### config.mk
export PLATFORM = sky130hd
export DESIGN_NAME = mem_access_unit_flat
export DESIGN_NICKNAME = d
export VERILOG_FILES = /design/src/rtl/mem_access_unit_if.sv /design/src/rtl/mem_access_unit.sv /design/src/flat_wrapper.sv
export SDC_FILE = /design/constraint.sdc
export NUM_CORES = 1
export LEC_CHECK = 0
export BUFFER_PORTS_ARGS = -buffer_cell sky130_fd_sc_hd__clkbuf_2
export CORE_UTILIZATION = 50
export CTS_BUF_LIST = sky130_fd_sc_hd__clkbuf_4
export DETAILED_ROUTE_END_ITERATION = 8
export GPL_TIMING_DRIVEN = 0
export PLACE_DENSITY = 0.86
export REMOVE_ABC_BUFFERS = 1
export SYNTH_ARGS = -nofsm -noshare
export SYNTH_HDL_FRONTEND = slang
export SYNTH_SLANG_ARGS = --single-unit
### constraint.sdc
create_clock -name Clk -period 5.2 [get_ports Clk]
set_input_delay 0.78 -clock Clk [delete_from_list [all_inputs] [get_ports Clk]]
set_output_delay 0.78 -clock Clk [all_outputs]
set_load 0.005 [all_outputs]
### src/rtl/mem_access_unit_if.sv
// Data-memory bus between the MEM-stage access unit (master) and memory (slave).
interface mem_access_unit_if;
  logic        Bus_Req;
  logic        Bus_We;
  logic [31:0] Bus_Addr;
  logic [3:0]  Bus_Be;
  logic [31:0] Bus_Wdata;
  logic        Bus_Ack;
  logic [31:0] Bus_Rdata;

  modport master (
    output Bus_Req, Bus_We, Bus_Addr, Bus_Be, Bus_Wdata,
    input  Bus_Ack, Bus_Rdata
  );

  modport slave (
    input  Bus_Req, Bus_We, Bus_Addr, Bus_Be, Bus_Wdata,
    output Bus_Ack, Bus_Rdata
  );
endinterface

### src/rtl/mem_access_unit.sv
// MEM-stage load/store controller: turns EX/MEM fields into one byte-lane bus
// access with wait states and timeout, returns extended load data to MEM/WB.
module mem_access_unit #(
  parameter int TIMEOUT = 16
) (
  input  logic               Clk,
  input  logic               Clr,
  input  logic [31:0]        M_Alu,
  input  logic [31:0]        M_Wdata,
  input  logic [4:0]         M_Rd,
  input  logic               M_Wreg,
  input  logic               M_Reg2reg,
  input  logic               M_Rmem,
  input  logic               M_Wmem,
  input  logic               M_Sign,
  input  logic [1:0]         M_Size,
  mem_access_unit_if.master  bus,
  output logic [31:0]        Mem_D,
  output logic [31:0]        Mem_C,
  output logic [4:0]         Mem_Rd,
  output logic               Mem_Wreg,
  output logic               Mem_Reg2reg,
  output logic               Stall,
  output logic               Exc_Misalign,
  output logic               Exc_Bus
);

  localparam logic [1:0] IDLE = 2'b00;
  localparam logic [1:0] REQ  = 2'b01;
  localparam logic [1:0] DONE = 2'b10;

  localparam int             CW      = $clog2(TIMEOUT);
  localparam logic [CW-1:0]  CNT_MAX = CW'(TIMEOUT - 1);

  logic [1:0]    state;
  logic          we_q;
  logic [3:0]    be_q;
  logic [31:0]   addr_q;
  logic [31:0]   wdata_q;
  logic [31:0]   rdata_q;
  logic [CW-1:0] cnt;
  logic          abort;

  logic          mem_op;
  logic          misalign;
  logic          start;
  logic [3:0]    be_nxt;
  logic [31:0]   wdata_nxt;
  logic [7:0]    byte_sel;
  logic [15:0]   half_sel;
  logic [31:0]   load_ext;

  assign mem_op = M_Rmem | M_Wmem;
  // Size 11 is handled like a word everywhere.
  assign misalign = (M_Size == 2'b01) ? M_Alu[0] :
                    (M_Size == 2'b00) ? 1'b0 : (M_Alu[1:0] != 2'b00);
  assign start = (state == IDLE) && mem_op && !misalign;

  // Byte enables and lane-replicated store data for the access about to start.
  always_comb begin
    be_nxt    = 4'b1111;
    wdata_nxt = M_Wdata;
    case (M_Size)
      2'b00: begin
        be_nxt    = 4'b0001 << M_Alu[1:0];
        wdata_nxt = {4{M_Wdata[7:0]}};
      end
      2'b01: begin
        be_nxt    = M_Alu[1] ? 4'b1100 : 4'b0011;
        wdata_nxt = {2{M_Wdata[15:0]}};
      end
      default: ;
    endcase
  end

  // Pick the addressed byte/half out of the captured word and extend it.
  always_comb begin
    byte_sel = rdata_q[{M_Alu[1:0], 3'b000} +: 8];
    half_sel = M_Alu[1] ? rdata_q[31:16] : rdata_q[15:0];
    case (M_Size)
      2'b00:   load_ext = {{24{M_Sign & byte_sel[7]}}, byte_sel};
      2'b01:   load_ext = {{16{M_Sign & half_sel[15]}}, half_sel};
      default: load_ext = rdata_q;
    endcase
  end

  // Access FSM: latch the bus request in IDLE, wait for ack or timeout in REQ,
  // present the result for one cycle in DONE. EX/MEM is frozen by Stall, so the
  // M_* fields stay valid through DONE.
  always_ff @(posedge Clk or posedge Clr) begin
    if (Clr) begin
      state   <= IDLE;
      we_q    <= 1'b0;
      be_q    <= 4'b0;
      addr_q  <= 32'b0;
      wdata_q <= 32'b0;
      rdata_q <= 32'b0;
      cnt     <= '0;
      abort   <= 1'b0;
    end else begin
      case (state)
        IDLE: if (start) begin
          we_q    <= M_Wmem;
          be_q    <= be_nxt;
          addr_q  <= {M_Alu[31:2], 2'b00};
          wdata_q <= wdata_nxt;
          rdata_q <= 32'b0;
          cnt     <= '0;
          abort   <= 1'b0;
          state   <= REQ;
        end
        REQ: begin
          // An ack in the final allowed cycle still completes normally.
          if (bus.Bus_Ack) begin
            rdata_q <= bus.Bus_Rdata;
            state   <= DONE;
          end else if (cnt == CNT_MAX) begin
            abort <= 1'b1;
            state <= DONE;
          end else begin
            cnt <= cnt + 1'b1;
          end
        end
        DONE:    state <= IDLE;
        default: state <= IDLE;
      endcase
    end
  end

  assign bus.Bus_Req   = (state == REQ);
  assign bus.Bus_We    = we_q;
  assign bus.Bus_Addr  = addr_q;
  assign bus.Bus_Be    = be_q;
  assign bus.Bus_Wdata = wdata_q;

  assign Stall        = start || (state == REQ);
  assign Exc_Misalign = (state == IDLE) && mem_op && misalign;
  assign Exc_Bus      = (state == DONE) && abort;
  assign Mem_D        = (state == DONE) ? load_ext : 32'b0;
  assign Mem_C        = M_Alu;
  assign Mem_Rd       = M_Rd;
  assign Mem_Reg2reg  = M_Reg2reg;
  // A combined read+write performs only the store and never writes back.
  assign Mem_Wreg     = M_Wreg && !(M_Rmem && M_Wmem) && !Exc_Misalign && !Exc_Bus;

endmodule

### src/flat_wrapper.sv
// flat-port wrapper written by rule: the top's interface ports become plain ports
module mem_access_unit_flat 
#(
  parameter int TIMEOUT = 16
)
  (Clk, Clr, M_Alu, M_Wdata, M_Rd, M_Wreg, M_Reg2reg, M_Rmem, M_Wmem, M_Sign, M_Size, Mem_D, Mem_C, Mem_Rd, Mem_Wreg, Mem_Reg2reg, Stall, Exc_Misalign, Exc_Bus, bus_Bus_Req, bus_Bus_We, bus_Bus_Addr, bus_Bus_Be, bus_Bus_Wdata, bus_Bus_Ack, bus_Bus_Rdata);
  mem_access_unit_if bus_i ();
  input  logic Clk;
  input  logic Clr;
  input  logic [31:0] M_Alu;
  input  logic [31:0] M_Wdata;
  input  logic [4:0] M_Rd;
  input  logic M_Wreg;
  input  logic M_Reg2reg;
  input  logic M_Rmem;
  input  logic M_Wmem;
  input  logic M_Sign;
  input  logic [1:0] M_Size;
  output logic [31:0] Mem_D;
  output logic [31:0] Mem_C;
  output logic [4:0] Mem_Rd;
  output logic Mem_Wreg;
  output logic Mem_Reg2reg;
  output logic Stall;
  output logic Exc_Misalign;
  output logic Exc_Bus;
  output wire logic [$bits(bus_i.Bus_Req)-1:0] bus_Bus_Req;
  output wire logic [$bits(bus_i.Bus_We)-1:0] bus_Bus_We;
  output wire logic [$bits(bus_i.Bus_Addr)-1:0] bus_Bus_Addr;
  output wire logic [$bits(bus_i.Bus_Be)-1:0] bus_Bus_Be;
  output wire logic [$bits(bus_i.Bus_Wdata)-1:0] bus_Bus_Wdata;
  input wire logic [$bits(bus_i.Bus_Ack)-1:0] bus_Bus_Ack;
  input wire logic [$bits(bus_i.Bus_Rdata)-1:0] bus_Bus_Rdata;
  assign bus_Bus_Req = bus_i.Bus_Req;
  assign bus_Bus_We = bus_i.Bus_We;
  assign bus_Bus_Addr = bus_i.Bus_Addr;
  assign bus_Bus_Be = bus_i.Bus_Be;
  assign bus_Bus_Wdata = bus_i.Bus_Wdata;
  assign bus_i.Bus_Ack = bus_Bus_Ack;
  assign bus_i.Bus_Rdata = bus_Bus_Rdata;
  mem_access_unit #(.TIMEOUT(TIMEOUT)) u_core (.Clk(Clk), .Clr(Clr), .M_Alu(M_Alu), .M_Wdata(M_Wdata), .M_Rd(M_Rd), .M_Wreg(M_Wreg), .M_Reg2reg(M_Reg2reg), .M_Rmem(M_Rmem), .M_Wmem(M_Wmem), .M_Sign(M_Sign), .M_Size(M_Size), .bus(bus_i), .Mem_D(Mem_D), .Mem_C(Mem_C), .Mem_Rd(Mem_Rd), .Mem_Wreg(Mem_Wreg), .Mem_Reg2reg(Mem_Reg2reg), .Stall(Stall), .Exc_Misalign(Exc_Misalign), .Exc_Bus(Exc_Bus));
endmodule
==> flow_summary.ini, run 1 <==
[status]
outcome = finished, final reports clean

[power_and_ir_drop]
p_switching_mw = 1.13
p_sw_frac = 0.371
p_seq_frac = 0.475
intPower_mw = 1.92
power.density_nw_per_um2 = 478
comb_power_share = 0.402
p_clk_frac = 0.123
ir_drop_mv = 0.289
power_leakage_nw = 3.37

[drt]
wl_per_cell_um = 16.8
routed_wl_mm = 13.8
drc = 0
dr.pass1.iters = 5
first_iter_violations = 276
viasPerCell = 5.44
dr_total_vias = 4486
antenna_left = 0

[sta]
timing.fmax_ghz = 0.221
tightestPinTransition_ns = 1.36
finalCritPeriodShare = 0.869
finalSetupViolCount = 0
holdWs_ns = 0.352
finClkSkew_ns = 0.0186
worst_slack_ns = 0.681
rsz0062_at_grt = no
hold_violations = 0
relSlewSlack = 0.0868
report.final.slew_viol_count = 0
tns_ns = 0
min_period_ns = 4.52

[layout]
nNetsFinal = 795
drive_above_1_share = 0.442
design_area_sq_um = 6370
synthToLayoutAreaGrowth_pct = 20.8
diodes = 0
layout_common_cells = 240 x clkbuf_2, 106 x dfrtp_1, 76 x nand2_1, 40 x mux2_2, 36 x o21ai_0
final_common_cell = clkbuf_2
final_util = 0.620

[grt]
grt_pass1_vias = 4379
use_met2 = 0.455
grt_max_degree = 62
gr-max-usage-layer = met2
grt_remaining_overflow = 0
grt_pass1_wl_mm = 21.9
grt_usage = 0.256
antenna_found_initial = 0
grt_util_met3 = 0.0680
grt.met1_usage = 0.294

[worst_hold_path]
min_path_type = in2async

[logic_synthesis]
synth.area.top_cells = dfrtp_1 50%, mux2_2 8.5%, buf_4 5.8%, nand2_1 5.4%, a22o_1 5.3%
synth.distinct_cells = 44
yosys_warnings = 0
synthCells = 504
async_flop_share = 1.00
synth-edff-count = 0
synth_top_area_frac = 0.503
ys_ff_latch = 106
ys.flop_type = dfrtp_1
syn-cell-area_sq_um = 5270
seq_area_frac_synth = 0.503
yosys.area.top_type = dfrtp_1
avgSynthCellArea_sq_um = 10.5

[placed_design]
place_congestion = 0.868
hpwlAfterDp_mm = 10.3
numPortBuffers = 240
dp_slack_ns = 0.746
dpl-instance-area_sq_um = 6260

[cts]
holdBufCountCts = 0
cts_root_buf = clkbuf_4
clock_sinks = 106
postCtsResizedCells = 0
path_clk_slew_ns = 0.15
htreeDepth = 3
cts_tree = done
postCtsSetupBuffers = 0
numCtsBuffers = 9
clockBufferDepth = 2
worstSkewPairLatency_ns = 0.47

[critical_path]
end_kind = output port
cp.arrival_ns = 3.74
crit_path_start_kind = input pin
cp_data_required_time_ns = 4.42
critPathKind = in2out
worst-path-max-fanout = 50

[floorplanning]
die_w_um = 105
io_pins = 255
dieArea_sq_um = 11000
initial_core_util = 0.513
rows = 37
fp.coreArea_sq_um = 10300
die_h_um = 105

[job]
drv_cap = 0
==> area by class of cell <==
type	count	area [sq um]
multi-input combinational	310	2110
clock buffer	9	67.6
clock inverter	7	46.3
sequential	106	2650
tap	136	170
fill	872	3910
inverter	13	51.3
timing repair buffer	243	1270
==> final timing paths <==
| kind | start | to | cells after the start | slack (ns) |
|---|---|---|---|---|
| max in group asynchronous | Clr | u_core.bus.Bus_Be[2] | 3 | 4.15 |
| worst max-delay path | M_Size[1] | Stall | 6 | 0.68 |
| worst min-delay path | Clr | u_core.bus.Bus_Addr[26] | 2 | 0.35 |
| min in group Clk | u_core.bus.Bus_Wdata[27] | u_core.bus.Bus_Wdata[27] | 2 | 0.50 |
| worst max register to register | u_core.state[0] | u_core.rdata_q[0] | 5 | 2.76 |
| worst min register to register | u_core.bus.Bus_Wdata[27] | u_core.bus.Bus_Wdata[27] | 2 | 0.50 |
==> sequential cells by signal (all words and copies together), names as in the netlist <==
name,cells
u_core.bus.Bus_Wdata,32
u_core.rdata_q,32
u_core.bus.Bus_Addr,30
u_core.bus.Bus_Be,4
u_core.cnt,4
u_core.state,2
u_core.abort,1
u_core.bus.Bus_We,1
==> logic make-up (layout without fill, tap and decap cells) <==
logic type | after synthesis | after routing | synth area share
other cells | 1 | 2 | 0.000711
simple gates | 126 | 126 | 0.103
compound gates | 115 | 115 | 0.155
flops | 106 | 106 | 0.503
mux | 65 | 65 | 0.135
buf+inv | 89 | 272 | 0.0983
fa+ha+maj | 1 | 1 | 0.00237
xor+xnor | 1 | 1 | 0.00166
==> layer usage <==
metal,vias up,wire length [um]
met3,27,1070
met4,0,322
met2,218,7180
met5,-,0
li1,2089,-
met1,2152,5270
==> power groups by stage <==
| stage | Combinational (mW) | Sequential [mW] | Clock [mW] |
|---|---|---|---|
| CTS | 1.24 | 1.45 | 0.387 |
| global placement | 1.18 | 1.43 | 0 |
| finish | 1.22 | 1.45 | 0.375 |
| global route | 1.34 | 1.49 | 0.412 |
| floorplan | 0.648 | 1.44 | 0 |
| detailed placement | 1.23 | 1.46 | 0 |
==> per-stage QoR <==
stage                     power, mW  cells
after global placement         2.62    805
after detailed placement       2.70    808
after floorplan                2.08    429
final                          3.05    824
after global routing           3.24    824
after CTS                      3.07    824
==> cell usage after synthesis, drive strengths merged (2+ instances only) <==
| cell | count |
|---|---|
| nor2 | 23 |
| buf | 59 |
| a21o | 2 |
| inv | 13 |
| mux2i | 24 |
| a311o | 2 |
| nand2b | 2 |
| a22o | 32 |
| dfrtp | 106 |
| nand2 | 76 |
| o31ai | 2 |
| a221oi | 7 |
| a21oi | 19 |
| nor2b | 3 |
| nand3 | 4 |
| mux2 | 40 |
| o21ai | 37 |
| a222oi | 7 |
| nor3 | 7 |
| and2 | 4 |
| nor4b | 2 |
| clkbuf | 17 |
==> critical path, stage by stage <==
cell      delay [ns]
clkbuf_2        0.60
nor2_1          1.28
o211ai_4        0.44
buf_12          0.31
a21oi_1         0.15
clkbuf_2        0.13
Power figures use the tool's default switching activity.
==> inputs of run 2 (changes only) <==
Settings changed: ABC_AREA set to 1, PLACE_DENSITY 0.86 to 0.84.
==> run 2 against run 1 <==
  * Total power is 1.3% lower
  * Routed wire length is 3.9% higher
  * Clock skew is 0.0012 ns higher
  * Highest routed layer unchanged
  * Critical endpoint is now Mem_D[1]
  * Non-clock buffer count is 2 lower
==> flow_summary.ini, run 2 <==
[status]
outcome = finished, final reports clean

[grt]
grt_pass1_vias = 4746
grt_pass1_wl_mm = 22.5
grt_remaining_overflow = 0
grt_max_degree = 89
grt_usage = 0.242
antenna_found_initial = 0

[cts]
clock_sinks = 106
path_clk_slew_ns = 0.16
worstSkewPairLatency_ns = 0.46
htreeDepth = 3
postCtsSetupBuffers = 0
clockBufferDepth = 2
cts_root_buf = clkbuf_4
holdBufCountCts = 0
cts_tree = done
numCtsBuffers = 9
postCtsResizedCells = 0

[placed_design]
dp_cells = 1052
hpwlAfterDp_mm = 10.4
dpl-instance-area_sq_um = 6600
dp_slack_ns = 1.02
place_congestion = 0.815
numPortBuffers = 240

[sta]
min_period_ns = 4.22
finClkSkew_ns = 0.0198
tightestPinTransition_ns = 1.06
worst_slack_ns = 0.976
tns_ns = 0
timing.fmax_ghz = 0.237
report.final.slew_viol_count = 0
finalSetupViolCount = 0
relSlewSlack = 0.290
hold_violations = 0
finalCritPeriodShare = 0.812
holdWs_ns = 0.389
rsz0062_at_grt = no

[critical_path]
rrSetupSlack_ns = 2.56
cp.arrival_ns = 3.44
crit_path_start_kind = input pin
r2r_cells = 7
worst-path-max-fanout = 45
end_kind = output port
cp_data_required_time_ns = 4.42
critPathKind = in2out
r2r_start = u_core.state[1]
rr_endpoint = u_core.bus.Bus_Wdata[8]

[floorplanning]
die_w_um = 109
die_h_um = 109
io_pins = 255
initial_core_util = 0.522
rows = 38
fp.coreArea_sq_um = 11000
dieArea_sq_um = 11900

[logic_synthesis]
synth.distinct_cells = 33
synthAdderAreaFrac = 0.00218
synth.area.mux_share = 0
ys.flop_type = dfrtp_1
synth_top_area_frac = 0.463
async_flop_share = 1.00
synthCells = 747
seq_area_frac_synth = 0.463
ys_top_cells_by_count = 307 x nand2_1, 106 x dfrtp_1, 51 x inv_1
synth-edff-count = 0
yosysMostFrequentCell = nand2_1
yosys_warnings = 0
synth_top_family_by_area = simple AND/OR/NAND/NOR gates
yosys.area.top_type = dfrtp_1
synth.area.top_cells = dfrtp_1 46%, nand2_1 20%, buf_4 5.9%, o21ai_2 4.6%, o21ai_0 3.6%
synth-simple-area-share = 0.278
avgSynthCellArea_sq_um = 7.67
synth_xor_area_frac = 0.00153
ys_ff_latch = 106
syn-cell-area_sq_um = 5730
synth_compound_area_frac = 0.124

[layout]
layout_common_cells = 307 x nand2_1, 240 x clkbuf_2, 106 x dfrtp_1, 50 x inv_1, 49 x nor2_1
diodes = 0
design_area_sq_um = 6720
synthToLayoutAreaGrowth_pct = 17.2
final_common_cell = nand2_1
stdcell_count = 1068
final_util = 0.612
nNetsFinal = 1035
drive_above_1_share = 0.327

[job]
drv_cap = 0

[drt]
routed_wl_mm = 14.4
first_iter_violations = 364
wl_per_cell_um = 13.5
antenna_left = 0
dr_total_vias = 5290
viasPerCell = 4.95
drc = 0
dr.pass1.iters = 5

[power_and_ir_drop]
power_leakage_nw = 3.86
ir_drop_mv = 0.371
total_power_mw = 3.01
power.density_nw_per_um2 = 448

[worst_hold_path]
min_path_type = in2async
-- run 2: cell types whose count changed in the layout (fill, tap and decap cells not counted), moves of 26 or more --
cell,previous run,this run
nand2_1,76,307
mux2_2,40,0
o21ai_2,0,30
nor2_1,23,49
inv_1,12,50
a22o_1,32,0
-- run 2: cell families (layout without fill, tap and decap cells) --
| kind of cell | Yosys count | after routing |
|---|---|---|
| other | 1 | 2 |
| xor gates and xnor gates | 1 | 1 |
| DFF | 106 | 106 |
| adders and majority gates | 1 | 1 |
| buffers and inverters | 131 | 311 |
| AOI/OAI and AO/OA | 112 | 112 |
| and+or+nand+nor | 395 | 395 |
-- run 2: final cells by class --
type / count / area [sq um]
fillers: 1047 / 4270
repair buffers: 241 / 1230
clock buffers: 10 / 75.1
flip-flops and latches: 106 / 2650
well taps: 140 / 175
clock inverters: 6 / 47.5
multi-input cells: 511 / 2330
inverters: 54 / 208
-- run 2: worst max path at each step --
stage | start | endpoint | cells past startpoint
finish | M_Size[1] | Mem_D[1] | 9
CTS | M_Size[1] | Mem_D[1] | 9
floorplan | Clr | u_core.abort | 1
global placement | Clr | u_core.bus.Bus_Wdata[6] | 2
detailed placement | M_Size[1] | Mem_D[0] | 9
global route | M_Size[1] | Mem_D[0] | 9
-- run 2: critical path, cell delays in order --
cell and delay [ns]:
clkbuf_2 0.54, inv_1 0.89, o21ai_0 0.54, inv_1 0.24, nand2_1 0.07, o221ai_1 0.08
nand2_1 0.09, inv_1 0.08, clkbuf_2 0.11
-- run 2: power by group --
part / switching (mW) / total (mW) / internal (mW)
Sequential: 0.188 / 1.33 / 1.14
Clock: 0.281 / 0.391 / 0.109
Combinational: 0.793 / 1.29 / 0.495
-- run 2: routing by layer --
| metal | vias up | routed length [um] | global-route usage |
|---|---|---|---|
| met1 | 2405 | 6090 | 0.303 |
| li1 | 2643 | - | - |
| met2 | 222 | 7000 | 0.417 |
| met3 | 20 | 1030 | 0.0460 |
| met4 | 0 | 263 | 0.0792 |
| met5 | - | 0 | 0 |
